==> src/rtl/dmem_wbuf_pkg.sv <==
// dmem_wbuf_pkg
//   Shared types and constants for the data-memory posted-store buffer.
//   wbuf_entry_t : one queued store {addr, data}; fields are sized at the
//                  widest supported address/data width (32 bits), and narrower
//                  top-level AW/DW values are zero-extended into them.
//   DEPTH_DEFAULT: default number of store entries.
//   WORD_LSB     : lowest address bit that takes part in word matching.
package dmem_wbuf_pkg;

    localparam int DEPTH_DEFAULT = 4;
    localparam int WORD_LSB      = 2;
    localparam int ENTRY_AW      = 32;
    localparam int ENTRY_DW      = 32;

    typedef struct packed {
        logic [ENTRY_AW-1:0] addr;
        logic [ENTRY_DW-1:0] data;
    } wbuf_entry_t;

endpackage

==> src/rtl/wbuf_match.sv <==
// wbuf_match
//   Word-address match of a load against the pending store entries.
//   Reports whether any valid entry matches and which one is the youngest.
//   Ports:
//     entries   in  DEPTH x wbuf_entry_t  store storage, indexed by slot
//     valid     in  DEPTH                 slot holds a pending store
//     head      in  PW                    slot of the oldest entry
//     load_addr in  ENTRY_AW              load byte address
//     hit       out 1                     at least one valid slot matches
//     hit_idx   out PW                    slot of the youngest matching entry
module wbuf_match
    import dmem_wbuf_pkg::*;
#(
    parameter  int DEPTH = DEPTH_DEFAULT,
    localparam int PW    = $clog2(DEPTH)
) (
    input  wbuf_entry_t [DEPTH-1:0] entries,
    input  logic [DEPTH-1:0]        valid,
    input  logic [PW-1:0]           head,
    input  logic [ENTRY_AW-1:0]     load_addr,
    output logic                    hit,
    output logic [PW-1:0]           hit_idx
);

    logic [DEPTH-1:0] match;

    for (genvar i = 0; i < DEPTH; i++) begin : g_cmp
        assign match[i] = valid[i] &&
            (entries[i].addr[ENTRY_AW-1:WORD_LSB] == load_addr[ENTRY_AW-1:WORD_LSB]);
    end

    // Walk slots from oldest (head) to youngest; the last match seen wins,
    // which gives the youngest store in program order.
    always_comb begin
        hit     = 1'b0;
        hit_idx = '0;
        for (int k = 0; k < DEPTH; k++) begin
            if (match[head + PW'(k)]) begin
                hit     = 1'b1;
                hit_idx = head + PW'(k);
            end
        end
    end

    // Store data and byte offsets do not take part in matching.
    logic unused_ok;
    assign unused_ok = ^{entries, load_addr[WORD_LSB-1:0]};

endmodule

==> src/rtl/dmem_write_buffer.sv <==
// dmem_write_buffer
//   Posted-store buffer between the core's data-memory port and the data
//   memory. Stores are queued in a DEPTH-entry FIFO and drained one per
//   cycle in which the memory accepts; loads go straight to the memory read
//   port, with store-to-load forwarding from pending entries.
//
//   Build option: define WBUF_FORWARD_EN to forward the youngest matching
//   pending store to a load. Without it, a load matching any pending store
//   stalls until the matching entries have drained and always returns
//   mem_rdata.
//
//   Ports:
//     clk, reset              clock; synchronous active-low reset
//     cpu_we / cpu_re         store / load request from the core
//     cpu_addr, cpu_wdata     byte address, store data
//     cpu_rdata               load data returned to the core
//     fence                   hold the core until the buffer is empty
//     stall                   core holds PC and retries the instruction
//     count                   number of valid entries
//     mem_raddr, mem_rdata    memory read port (combinational read)
//     mem_we, mem_waddr,
//     mem_wdata, mem_wready   memory write port presenting the head entry
//
//   AW and DW may not exceed the package entry widths (32).
module dmem_write_buffer
    import dmem_wbuf_pkg::*;
#(
    parameter  int DEPTH = DEPTH_DEFAULT,
    parameter  int AW    = 32,
    parameter  int DW    = 32,
    localparam int PW    = $clog2(DEPTH),
    localparam int CW    = $clog2(DEPTH) + 1
) (
    input  logic          clk,
    input  logic          reset,
    input  logic          cpu_we,
    input  logic          cpu_re,
    input  logic [AW-1:0] cpu_addr,
    input  logic [DW-1:0] cpu_wdata,
    output logic [DW-1:0] cpu_rdata,
    input  logic          fence,
    output logic          stall,
    output logic [CW-1:0] count,
    output logic [AW-1:0] mem_raddr,
    input  logic [DW-1:0] mem_rdata,
    output logic          mem_we,
    output logic [AW-1:0] mem_waddr,
    output logic [DW-1:0] mem_wdata,
    input  logic          mem_wready
);

    wbuf_entry_t [DEPTH-1:0] entries;
    logic [PW-1:0]           head;
    logic [PW-1:0]           tail;
    logic [DEPTH-1:0]        valid;
    logic                    hit;
    logic [PW-1:0]           hit_idx;
    logic                    load_hit;
    logic                    load_stall;
    logic                    full;
    logic                    push;
    logic                    pop;

    // ---------------------------------------------------------------
    // Write port: always presents the head entry
    // ---------------------------------------------------------------
    assign mem_we    = (count != '0);
    assign mem_waddr = AW'(entries[head].addr);
    assign mem_wdata = DW'(entries[head].data);
    assign mem_raddr = cpu_addr;

    assign full = (count == CW'(DEPTH));
    assign pop  = mem_we && mem_wready;

    // ---------------------------------------------------------------
    // Valid mask: a slot is live when its distance from head is below
    // count. Pointer subtraction wraps since DEPTH is a power of two.
    // ---------------------------------------------------------------
    for (genvar i = 0; i < DEPTH; i++) begin : g_valid
        logic [PW-1:0] age;
        assign age      = PW'(i) - head;
        assign valid[i] = ({1'b0, age} < count);
    end

    wbuf_match #(.DEPTH(DEPTH)) u_match (
        .entries   (entries),
        .valid     (valid),
        .head      (head),
        .load_addr (ENTRY_AW'(cpu_addr)),
        .hit       (hit),
        .hit_idx   (hit_idx)
    );

    assign load_hit = cpu_re && hit;

`ifdef WBUF_FORWARD_EN
    assign load_stall = 1'b0;
    assign cpu_rdata  = load_hit ? DW'(entries[hit_idx].data) : mem_rdata;
`else
    // The load retries until every matching store has reached memory.
    assign load_stall = load_hit;
    assign cpu_rdata  = mem_rdata;

    logic unused_idx;
    assign unused_idx = ^hit_idx;
`endif

    // A full buffer only blocks a store if the head is not leaving this
    // cycle. Combinational on mem_wready by design.
    assign stall = (cpu_we && full && !pop) ||
                   (fence && mem_we)         ||
                   load_stall;

    assign push = cpu_we && !stall;

    // ---------------------------------------------------------------
    // Pointers and occupancy
    // ---------------------------------------------------------------
    always_ff @(posedge clk) begin
        if (!reset) begin
            head  <= '0;
            tail  <= '0;
            count <= '0;
        end else begin
            if (push) tail <= tail + PW'(1);
            if (pop)  head <= head + PW'(1);
            case ({push, pop})
                2'b10:   count <= count + CW'(1);
                2'b01:   count <= count - CW'(1);
                default: count <= count;
            endcase
        end
    end

    // Entry storage is never cleared; the pointers define what is live.
    always_ff @(posedge clk) begin
        if (push) begin
            entries[tail] <= '{addr: ENTRY_AW'(cpu_addr), data: ENTRY_DW'(cpu_wdata)};
        end
    end

endmodule

==> config.mk <==
export PLATFORM = sky130hd
export DESIGN_NAME = dmem_write_buffer
export DESIGN_NICKNAME = d
export VERILOG_FILES = /design/src/rtl/dmem_wbuf_pkg.sv /design/src/rtl/wbuf_match.sv /design/src/rtl/dmem_write_buffer.sv
export SDC_FILE = /design/constraint.sdc
export NUM_CORES = 1
export LEC_CHECK = 0
export BUFFER_PORTS_ARGS = -buffer_cell sky130_fd_sc_hd__buf_2
export CAP_MARGIN = 20
export CORE_ASPECT_RATIO = 0.6
export CORE_UTILIZATION = 50
export CTS_CLUSTER_DIAMETER = 200
export CTS_CLUSTER_SIZE = 30
export DETAILED_ROUTE_END_ITERATION = 10
export MAX_ROUTING_LAYER = met4
export PLACE_DENSITY = 0.76
export SLEW_MARGIN = 20
export SYNTH_ARGS = -nofsm -noshare
export SYNTH_HDL_FRONTEND = slang
export SYNTH_HIERARCHICAL = 1
export SYNTH_SLANG_ARGS = --single-unit
==> constraint.sdc <==
create_clock -name clk -period 4.85 [get_ports clk]
set_input_delay 0.97 -clock clk [delete_from_list [all_inputs] [get_ports clk]]
set_output_delay 0.97 -clock clk [all_outputs]
set_load 0.01 [all_outputs]
==> impl_metrics.py <==
metrics = {
    "die": {
        "die_w_um": 200,
        "io_pins": 235,
        "core_area_um2": 22500,
        "die_h_um": 121,
        "num_rows": 42,
        "die-area_um2": 24100,
        "start_util_pct": 52.0,
    },
    "cts": {
        "clockBufferDepth": 3,
        "cts.sinks": 263,
        "numCtsBuffers": 12,
        "cts_tree": "done",
        "postCtsHoldBufs": 0,
        "cts_root_buf": "clkbuf_16",
        "htree_levels": 1,
        "path_clk_slew_ns": 0.11,
        "post-cts-setup-buffer-count": 0,
        "cts_resized": 0,
        "clkLatencyLatePin_ns": 0.49,
    },
    "route": {
        "wire_per_inst_um": 23.4,
        "firstDrtPassIters": 5,
        "ant_nets": 0,
        "drc": 0,
        "num_vias": 5990,
        "drt-total-wl_um": 24700,
        "drtIter0Drc": 511,
        "drt-vias-per-instance": 5.69,
    },
    "setup_path": {
        "worst_setup_path_end_kind": "output port",
        "worstPathRequired_ns": 3.88,
        "arrival_ns": 3.36,
        "criticalPathCategory": "reg2out",
        "cp-start-kind": "flop",
        "crit_fanout": 29,
    },
    "global_route": {
        "grt_use_total_pct": 21.3,
        "grt_first_pass_wirelength_um": 36300,
        "antenna_found_initial": 0,
        "grt_pass1_vias": 6044,
        "grt_max_degree": 66,
        "grt-ovfl-total": 0,
    },
    "synth": {
        "avgSynthCellArea_um2": 18.3,
        "synth_cells": 641,
        "mappedNetlistNets": 753,
        "syn-cell-area_um2": 11700,
        "yosys_warnings": 6,
    },
    "layout": {
        "register_area_um2": 7840,
        "multi_input_area_um2": 3240,
        "nFillCells": 1749,
        "syn2layout_area_growth_pct": 9.13,
        "utilization_pct": 56.8,
        "drive_above_1_share_pct": 36.9,
        "diodes": 0,
        "final_nets": 854,
    },
    "status": {
        "status": "complete, no violations",
    },
    "placement": {
        "gp_congestion": 0.917,
        "dpl_worst_slack_ns": 0.630,
        "hpwl_um": 16400,
        "io_buffers": 170,
    },
    "timing": {
        "setup_viol": 0,
        "tns_ns": 0,
        "fin_crit_sh_pct": 89.2,
        "hold-worst-slack_ns": 0.511,
        "worst_pin_slew_ns": 1.00,
        "slew_headroom_pct": 33.3,
        "drv_slew": 0,
        "period_needed_ns": 4.33,
        "clock_skew_ns": 0.0182,
        "final_hold_viol_count": 0,
        "setup_ws_ns": 0.525,
        "max_freq_mhz": 231,
        "rsz0062_at_grt": "no",
    },
    "power": {
        "power.density_nw_per_um2": 462,
        "worst_ir_drop_vdd_v": 0.000311,
        "leakage_nw": 4.22,
        "finalPower_mw": 5.92,
    },
    "job": {
        "cap_violations": 0,
    },
    "min_path": {
        "worstHoldPathType": "reg2reg",
    },
}
-- report_power, final --
| part | leakage (nW) | internal (mW) | switching, mW |
|---|---|---|---|
| sequential | 2.40 | 2.82 | 0.182 |
| combinational | 1.65 | 0.830 | 0.929 |
| clock | 0.168 | 0.498 | 0.658 |
| total | 4.22 | 4.15 | 1.77 |
-- path summary, 6_finish.rpt --
| path | startpoint | endpoint | slack (ns) | depth (start not counted) |
|---|---|---|---|---|
| hold reg to reg | tail[1]$_SDFFE_PN0P_ | tail[1]$_SDFFE_PN0P_ | 0.51 | 2 |
| setup reg to reg | head[0]$_SDFFE_PN0P_ | count[2]$_SDFFE_PN0P_ | 0.66 | 17 |
| hold / removal | tail[1]$_SDFFE_PN0P_ | tail[1]$_SDFFE_PN0P_ | 0.51 | 2 |
| setup / recovery | head[0]$_SDFFE_PN0P_ | stall | 0.52 | 11 |
-- layout make-up --
type / instances / area share [%]
timing repair buffer: 178 / 7.51
sequential: 263 / 61.2
multi-input combinational: 277 / 25.3
inverter: 10 / 0.293
clock buffer: 16 / 2.63
tap: 308 / 3.01
clock inverter: 1 / 0.0684
-- stage by stage --
step | cells | cell area (um^2)
detailed placement | 1036 | 12500
finish | 1053 | 12800
floorplan | 641 | 11700
global route | 1053 | 12800
global placement | 1036 | 12500
CTS | 1053 | 12800
-- per-layer routing --
| metal | vias up | global-route usage [%] | share of wire, % | routed length [um] |
|---|---|---|---|---|
| met5 | - | - | 0 | 0 |
| met4 | 0 | 3.29 | 1.3 | 318 |
| met3 | 36 | 6.44 | 11 | 2780 |
| met2 | 309 | 30.0 | 44 | 10900 |
| met1 | 3044 | 31.1 | 43 | 10700 |
| li1 | 2601 | - | - | - |
-- critical path: stages (launching register included) --
cell and delay, ns:
dfxtp_4 0.73, xnor2_1 0.22, inv_1 0.07, ha_1 0.27, a21oi_1 0.05, or2_2 0.28, nand4_1 0.10, or4_1 0.13
nor4_2 0.04, or3_2 0.51, a221o_1 0.33, buf_2 0.14
-- sequential cells by signal, indices dropped and copies added (netlist names) --
signal / flops
count: 3
entries: 256
head: 2
tail: 2
-- cells in the final DEF (no fill, tap or decap), types with 2 or more instances in the layout --
cell type  count
nor4_1        10
nand2_1        6
buf_12         4
xnor2_1       89
mux2i_1        2
and2_4         4
clkbuf_1       3
nor2_1         5
or3_1          2
buf_2        170
nand4_1       26
xnor2_2        4
mux4_2        64
dfxtp_1        5
or2_2          3
a21oi_1        6
ha_1           9
xor2_1        32
edfxtp_1     256
buf_4          4
dfxtp_4        2
clkbuf_16     13
o31a_1         2
inv_1         10
(Power assumes the default switching activity.)
